<file path="config.mk">
export PLATFORM = sky130hd
export DESIGN_NAME = fpu_arbiter_flat
export DESIGN_NICKNAME = d
export VERILOG_FILES = /design/src/rtl/fpu_arbiter_if.sv /design/src/rtl/fpu_arbiter.sv /design/src/flat_wrapper.sv
export SDC_FILE = /design/constraint.sdc
export NUM_CORES = 1
export LEC_CHECK = 0
export CAP_MARGIN = 20
export CORE_MARGIN = 2
export CORE_UTILIZATION = 35
export DETAILED_ROUTE_END_ITERATION = 8
export PLACE_DENSITY = 0.77
export SLEW_MARGIN = 20
export SYNTH_ARGS = -nofsm -noshare
export SYNTH_HDL_FRONTEND = slang
export SYNTH_SLANG_ARGS = --single-unit
</file>
<file path="constraint.sdc">
create_clock -name clock100KHz -period 3.5 [get_ports clock100KHz]
set_input_delay 0.525 -clock clock100KHz [delete_from_list [all_inputs] [get_ports clock100KHz]]
set_output_delay 0.525 -clock clock100KHz [all_outputs]
set_load 0.01 [all_outputs]
</file>
<file path="src/rtl/fpu_arbiter_if.sv">
// fpu_arbiter_if: request and response handshake bundle between the requesters and fpu_arbiter
interface fpu_arbiter_if;
    logic        req0_valid;
    logic        req0_ready;
    logic [31:0] req0_a;
    logic [31:0] req0_b;
    logic        req1_valid;
    logic        req1_ready;
    logic [31:0] req1_a;
    logic [31:0] req1_b;
    logic        rsp_valid;
    logic        rsp_ready;
    logic        rsp_id;
    logic [31:0] rsp_data;
    logic [3:0]  rsp_status;

    modport slave (
        input  req0_valid, req0_a, req0_b, req1_valid, req1_a, req1_b, rsp_ready,
        output req0_ready, req1_ready, rsp_valid, rsp_id, rsp_data, rsp_status
    );

    modport master (
        output req0_valid, req0_a, req0_b, req1_valid, req1_a, req1_b, rsp_ready,
        input  req0_ready, req1_ready, rsp_valid, rsp_id, rsp_data, rsp_status
    );
endinterface

</file>
<file path="src/rtl/fpu_arbiter.sv">
// fpu_arbiter: round-robin sharing of one fpu adder between two requesters; statistics counters enabled by FPU_ARB_STATS_EN
module fpu_arbiter #(
    parameter int FPU_LATENCY = 5,
    parameter int CNT_W       = 16
) (
    input  logic             clock100KHz,
    input  logic             reset,
    fpu_arbiter_if.slave     bus,
    output logic [31:0]      fpu_op_a,
    output logic [31:0]      fpu_op_b,
    output logic             fpu_reset_n,
    input  logic [31:0]      fpu_data_in,
    input  logic [3:0]       fpu_status_in,
    output logic [CNT_W-1:0] stat_ops,
    output logic [CNT_W-1:0] stat_flags
);
    localparam int LAT_W = $clog2(FPU_LATENCY + 1);
    localparam logic [LAT_W-1:0] LAT = LAT_W'(FPU_LATENCY);

    typedef enum logic [1:0] {IDLE, ALIGN, RUN, DONE} state_t;

    state_t           state;
    logic [LAT_W-1:0] cnt;
    logic             last_grant;
    logic             grant0;
    logic             grant1;

    assign grant0 = !reset && state == IDLE && bus.req0_valid && (!bus.req1_valid || last_grant);
    assign grant1 = !reset && state == IDLE && bus.req1_valid && (!bus.req0_valid || !last_grant);
    assign bus.req0_ready = grant0;
    assign bus.req1_ready = grant1;

    // accept one request, pulse the fpu reset to realign its phase, then wait out the latency
    always_ff @(posedge clock100KHz or posedge reset) begin
        if (reset) begin
            state          <= IDLE;
            cnt            <= '0;
            last_grant     <= 1'b1;
            fpu_reset_n    <= 1'b0;
            fpu_op_a       <= '0;
            fpu_op_b       <= '0;
            bus.rsp_valid  <= 1'b0;
            bus.rsp_id     <= 1'b0;
            bus.rsp_data   <= '0;
            bus.rsp_status <= '0;
        end else begin
            case (state)
                IDLE: begin
                    fpu_reset_n <= !(grant0 || grant1);
                    if (grant0 || grant1) begin
                        fpu_op_a   <= grant1 ? bus.req1_a : bus.req0_a;
                        fpu_op_b   <= grant1 ? bus.req1_b : bus.req0_b;
                        bus.rsp_id <= grant1;
                        last_grant <= grant1;
                        state      <= ALIGN;
                    end
                end
                ALIGN: begin
                    fpu_reset_n <= 1'b1;
                    cnt         <= '0;
                    state       <= RUN;
                end
                RUN: begin
                    if (cnt == LAT) begin
                        bus.rsp_data   <= fpu_data_in;
                        bus.rsp_status <= fpu_status_in;
                        bus.rsp_valid  <= 1'b1;
                        state          <= DONE;
                    end else begin
                        cnt <= cnt + 1'b1;
                    end
                end
                DONE: begin
                    if (bus.rsp_ready) begin
                        bus.rsp_valid <= 1'b0;
                        state         <= IDLE;
                    end
                end
                default: state <= IDLE;
            endcase
        end
    end

`ifdef FPU_ARB_STATS_EN
    // saturating counts of delivered responses and of those carrying a nonzero status
    always_ff @(posedge clock100KHz or posedge reset) begin
        if (reset) begin
            stat_ops   <= '0;
            stat_flags <= '0;
        end else if (bus.rsp_valid && bus.rsp_ready) begin
            stat_ops   <= &stat_ops ? stat_ops : stat_ops + 1'b1;
            stat_flags <= (bus.rsp_status == 4'd0 || &stat_flags) ? stat_flags : stat_flags + 1'b1;
        end
    end
`else
    assign stat_ops   = '0;
    assign stat_flags = '0;
`endif
endmodule

</file>
<file path="src/flat_wrapper.sv">
// flat-port wrapper written by rule: the top's interface ports become plain ports
module fpu_arbiter_flat 
#(
    parameter int FPU_LATENCY = 5,
    parameter int CNT_W       = 16
)
  (clock100KHz, reset, fpu_op_a, fpu_op_b, fpu_reset_n, fpu_data_in, fpu_status_in, stat_ops, stat_flags, bus_req0_valid, bus_req0_a, bus_req0_b, bus_req1_valid, bus_req1_a, bus_req1_b, bus_rsp_ready, bus_req0_ready, bus_req1_ready, bus_rsp_valid, bus_rsp_id, bus_rsp_data, bus_rsp_status);
  fpu_arbiter_if bus_i ();
  input  logic clock100KHz;
  input  logic reset;
  output logic [31:0] fpu_op_a;
  output logic [31:0] fpu_op_b;
  output logic fpu_reset_n;
  input  logic [31:0] fpu_data_in;
  input  logic [3:0] fpu_status_in;
  output logic [CNT_W-1:0] stat_ops;
  output logic [CNT_W-1:0] stat_flags;
  input wire logic [$bits(bus_i.req0_valid)-1:0] bus_req0_valid;
  input wire logic [$bits(bus_i.req0_a)-1:0] bus_req0_a;
  input wire logic [$bits(bus_i.req0_b)-1:0] bus_req0_b;
  input wire logic [$bits(bus_i.req1_valid)-1:0] bus_req1_valid;
  input wire logic [$bits(bus_i.req1_a)-1:0] bus_req1_a;
  input wire logic [$bits(bus_i.req1_b)-1:0] bus_req1_b;
  input wire logic [$bits(bus_i.rsp_ready)-1:0] bus_rsp_ready;
  output wire logic [$bits(bus_i.req0_ready)-1:0] bus_req0_ready;
  output wire logic [$bits(bus_i.req1_ready)-1:0] bus_req1_ready;
  output wire logic [$bits(bus_i.rsp_valid)-1:0] bus_rsp_valid;
  output wire logic [$bits(bus_i.rsp_id)-1:0] bus_rsp_id;
  output wire logic [$bits(bus_i.rsp_data)-1:0] bus_rsp_data;
  output wire logic [$bits(bus_i.rsp_status)-1:0] bus_rsp_status;
  assign bus_i.req0_valid = bus_req0_valid;
  assign bus_i.req0_a = bus_req0_a;
  assign bus_i.req0_b = bus_req0_b;
  assign bus_i.req1_valid = bus_req1_valid;
  assign bus_i.req1_a = bus_req1_a;
  assign bus_i.req1_b = bus_req1_b;
  assign bus_i.rsp_ready = bus_rsp_ready;
  assign bus_req0_ready = bus_i.req0_ready;
  assign bus_req1_ready = bus_i.req1_ready;
  assign bus_rsp_valid = bus_i.rsp_valid;
  assign bus_rsp_id = bus_i.rsp_id;
  assign bus_rsp_data = bus_i.rsp_data;
  assign bus_rsp_status = bus_i.rsp_status;
  fpu_arbiter #(.FPU_LATENCY(FPU_LATENCY), .CNT_W(CNT_W)) u_core (.clock100KHz(clock100KHz), .reset(reset), .bus(bus_i), .fpu_op_a(fpu_op_a), .fpu_op_b(fpu_op_b), .fpu_reset_n(fpu_reset_n), .fpu_data_in(fpu_data_in), .fpu_status_in(fpu_status_in), .stat_ops(stat_ops), .stat_flags(stat_flags));
endmodule
</file>
# Word-level counts from Yosys, hierarchy flattened
# Index checks and enable logic that the tools add are counted.
# word_totals
ff_bits	109
wordCells	53
inputBits	169
output_inout_bits	137
# classes
mux	12
eq_ne	8
addsub	1
reduce_logical	22
# ops
cell	count
two-way mux 32 bit	2
one-hot mux 2 bit (4 select lines)	1
two-way mux 2 bit	3
inequality test 2 bit (second input constant)	3
one-hot mux 3 bit (2 select lines)	1
AND reduction 2 bit	3
AND reduction 3 bit	2
nonzero test 2 bit	3
logical AND 1 bit	5
logical NOT 1 bit	5
== test 2 bit (second input constant)	2
one-hot mux 1 bit (2 select lines)	2
adder 3 x 1 -> 3 bit (second input constant)	1
== test 3 bit (second input constant)	1
logical OR 1 bit	3
two-way mux 3 bit	1
== test 2 x 1 -> 1 bit (second input constant)	1
logical NOT 2 bit	1
two-way mux 1 bit	2
inequality test 2 x 1 -> 1 bit (second input constant)	1

# Logic depth before layout (Yosys ltp)
# depth
ltp_word	7
mapped_depth	9

# Worst setup path before layout
# OpenSTA, ideal clock, no wires.
# synth_timing
path_type	reg-to-output
startpoint	register u_core.state[0]
endpoint	output bus_req1_ready
path_slack_ps	1758
n_path_buf	1
required_time_ps	2975
path_stages_with_launch	7
t_arrival_ps	1217
path_cell_list	dfrtp_1 -> inv_1 -> ha_1 -> nand3b_1 -> a21o_1 -> inv_2 -> buf_2
# synth_between
elab_chain_cells	4
# synth_rtl
element	line	source
from (decl)	fpu_arbiter.sv:22	state_t state;
from (signal assigned)	fpu_arbiter.sv:36	state <= IDLE;
from (signal assigned)	fpu_arbiter.sv:55	state <= ALIGN;
from (signal assigned)	fpu_arbiter.sv:61	state <= RUN;
logical NOT 2 bit	fpu_arbiter.sv:29	assign grant1 = !reset && state == IDLE && bus.req1_valid && (!bus.req0_valid || !last_grant);
logical AND 1 bit (3 in series)	fpu_arbiter.sv:29	
to (decl)	flat_wrapper.sv:26	output wire logic [$bits(bus_i.req1_ready)-1:0] bus_req1_ready;
# Every way passes these cells.

# Worst setup path after layout
# layout_timing
startpoint	register u_core.state[0]
endpoint	output bus_req0_ready
# layout_between
elab_chain_cells	4
# layout_rtl
element	line	source
logical NOT 2 bit	fpu_arbiter.sv:28	assign grant0 = !reset && state == IDLE && bus.req0_valid && (!bus.req1_valid || last_grant);
logical AND 1 bit (3 in series)	fpu_arbiter.sv:28	
to (decl)	flat_wrapper.sv:25	output wire logic [$bits(bus_i.req0_ready)-1:0] bus_req0_ready;
# Every way passes these cells.

==> impl_metrics.tcl <==
set metrics [dict create \
    vias_per_cell 4.69 \
    grt_pass1_vias 4590 \
    initial_utilization 0.358 \
    ff2ff_setup_slack_ns 1.35 \
    areaGrowthSynthToFinish_pct 55.2 \
    synth-seq-cells 109 \
    cts_tree "built" \
    final.setup_skew_ns 0.00873 \
    first_pass_iters 4 \
    drive_gt1_frac 0.207 \
    worst_pin_slew_ns 0.737 \
    final-setup-viol-count 0 \
    drc 0 \
    rsz0062_at_grt "no" \
    grt_max_degree 66 \
    synth_top_cell_by_area "dfrtp_1" \
    wl_per_cell_um 16.0 \
    p_comb_frac 0.492 \
    critPathMaxFanout 5 \
    slew-limit-headroom 0.508 \
    fin_tns_setup_ns 0 \
    rows 45 \
    cts.path.max_buffers 2 \
    antenna_found_initial 0 \
    ant_nets 0 \
    cp-end-kind "output port" \
    insertion_delay_ns 0.35 \
    p_leak_nw 3.51 \
    p_int_mw 4.23 \
    ys_seq_area_frac 0.502 \
    cp_data_required_time_ns 2.97 \
    yosysMostFrequentCell "dfrtp_1" \
    path_cells "inv_1 > ha_1 > and2b_1 > nand2_1 > a21oi_1 > clkdlybuf4s50_1" \
    syn_area_per_cell_um2 10.6 \
    grt_util_all_layers 0.187 \
    clk_pin_slew_ns 0.07 \
    cts_hold_buf 0 \
    cts-resized-gates 0 \
    numPortBuffers 273 \
    crit_type "register to output port" \
    finalWorstPathRequiredPeriod_ns 2.74 \
    fmax_ghz 0.365 \
    core_um2 15200 \
    utilization 0.555 \
    synth_async_sr_flop_share 1.00 \
    cp_slowest_stage_delay_ns 0.57 \
    first_iter_violations 162 \
    synth_top_area_share 0.497 \
    synth_common_cells "dfrtp_1, a21oi_2, nand2_1" \
    htree_levels 3 \
    switching_share 0.347 \
    ys_types 34 \
    ioPinCount 306 \
    ir_drop_uv 285 \
    drv_slew 0 \
    maxCapViolCount 0 \
    crit_path_start "u_core.state[0]" \
    clock_sinks 109 \
    postRouteWirelength_mm 15.5 \
    vias 4527 \
    multi_input_area_um2 2310 \
    synth_top_flop_cell "dfrtp_1" \
    diodes 0 \
    synth_enable_flop_cells 0 \
    ys_warn_count 0 \
    hpwl_mm 11.2 \
    power_frac_clock 0.164 \
    dieArea_um2 16600 \
    min_from "u_core.bus.rsp_data[13]" \
    p_switching_mw 2.25 \
    timing.final.crit_share 0.782 \
    clock-root-buffer "clkbuf_16" \
    postCtsSetupBuffers 0 \
    critical_path_arrival_ns 2.21 \
    power_density_nw_per_um2 767 \
    dieWidth_um 129 \
    die_y_um 129 \
    num-nets-final 947 \
    start_kind "register" \
    timing.rr.start "u_core.state[0]" \
    hp-class "register to register" \
    status "completed" \
    grt.overflow.total 0 \
    hold_viol 0 \
    netlist_area_um2 5440 \
    nFillCells 1370 \
    synth.area.top_cells "dfrtp_1, a21oi_2, mux2_2" \
    ff_latch_area_um2 2730 \
    seqPwrFrac 0.344 \
    cts_made_buffers 9 \
    syn-instance-count 513 \
    place.gp.congestion 0.795 \
    grt_pass1_wl_mm 24.0 \
    crit_slowest_cell "clkdlybuf4s50_1" \
]
## power groups by stage
stage / Combinational (mW) / Sequential [mW] / Clock, mW
2_1_floorplan: 1.30 / 2.51 / 0
3_3_place_gp: 3.18 / 2.22 / 0
3_5_place_dp: 3.22 / 2.25 / 0
4_1_cts: 3.23 / 2.23 / 1.09
5_1_grt: 3.44 / 2.31 / 1.15
6_report: 3.19 / 2.22 / 1.06
## critical path, delay by kind of cell (launching register included)
| kind | cells | cell delay, ns |
|---|---|---|
| DFF | 1 | 0.42 |
| adders and majority gates | 1 | 0.28 |
| and+or+nand+nor | 2 | 0.34 |
| AOI/OAI and AO/OA | 1 | 0.17 |
| buffers and inverters | 2 | 0.66 |
## final cells by class
cell class              count  area share
well taps                 188      0.0279
flip-flops and latches    109       0.323
repair buffers            282       0.335
multi-input cells         362       0.274
clock inverters             6     0.00830
inverters                   8     0.00400
clock buffers              10      0.0283
## cell families after synthesis
| group | Yosys count | share of synthesized area |
|---|---|---|
| fa+ha+maj | 6 | 0.0138 |
| simple gates | 143 | 0.104 |
| compound gates | 144 | 0.207 |
| other cells | 1 | 0.000689 |
| mux | 37 | 0.0766 |
| buf+inv | 73 | 0.0966 |
| flops | 109 | 0.502 |
## path summary, 6_finish.rpt
kind,endpoint,cells past startpoint
hold / removal,u_core.bus.rsp_data[13],1
setup / recovery,bus_req0_ready,6
max in group asynchronous,u_core.bus.rsp_data[27],3
min in group asynchronous,u_core.fpu_op_b[3],2
setup reg to reg,u_core.fpu_op_b[4],7
hold reg to reg,u_core.bus.rsp_data[13],1
## per-stage QoR
stage / std cells / hold WS, ns / setup WS [ns] / instance area (um^2) / total power [mW]
detailed placement: 949 / 0.485 / 0.847 / 8130 / 5.48
floorplan: 544 / 0.471 / 0.103 / 5560 / 3.81
global placement: 949 / 0.475 / 0.884 / 8130 / 5.40
finish: 965 / 0.494 / 0.764 / 8440 / 6.48
global route: 965 / 0.521 / 0.624 / 8440 / 6.90
CTS: 965 / 0.502 / 0.748 / 8440 / 6.56
## routing by layer
| layer | vias up | GRT usage | share of wire |
|---|---|---|---|
| met4 | 0 | 0.0806 | 0.029 |
| li1 | 2160 | - | - |
| met2 | 162 | 0.328 | 0.51 |
| met1 | 2177 | 0.218 | 0.40 |
| met3 | 28 | 0.0424 | 0.061 |
| met5 | - | 0 | 0 |
## registers in the layout, summed over array words and instances, names as in the netlist
| signal | cells |
|---|---|
| u_core.bus.rsp_id | 1 |
| u_core.fpu_op_b | 32 |
| u_core.state | 2 |
| u_core.fpu_op_a | 32 |
| u_core.fpu_reset_n | 1 |
| u_core.bus.rsp_status | 4 |
| u_core.last_grant | 1 |
| u_core.bus.rsp_valid | 1 |
| u_core.cnt | 3 |
| u_core.bus.rsp_data | 32 |
## cells in the final DEF, fill, tap and decap left out, types with 2 or more instances in the layout
cell and count:
mux2_2 27, o21ai_0 6, conb_1 32, clkdlybuf4s50_1 273, nor2_1 66, dfrtp_1 108, clkbuf_16 9, a21oi_2 100
buf_4 7, mux2_1 10, inv_1 6, a21oi_1 31, buf_12 2, clkinvlp_4 3, nand2_1 69, ha_1 6
nand3_1 2
No activity file was read; power rests on OpenSTA's default activity.
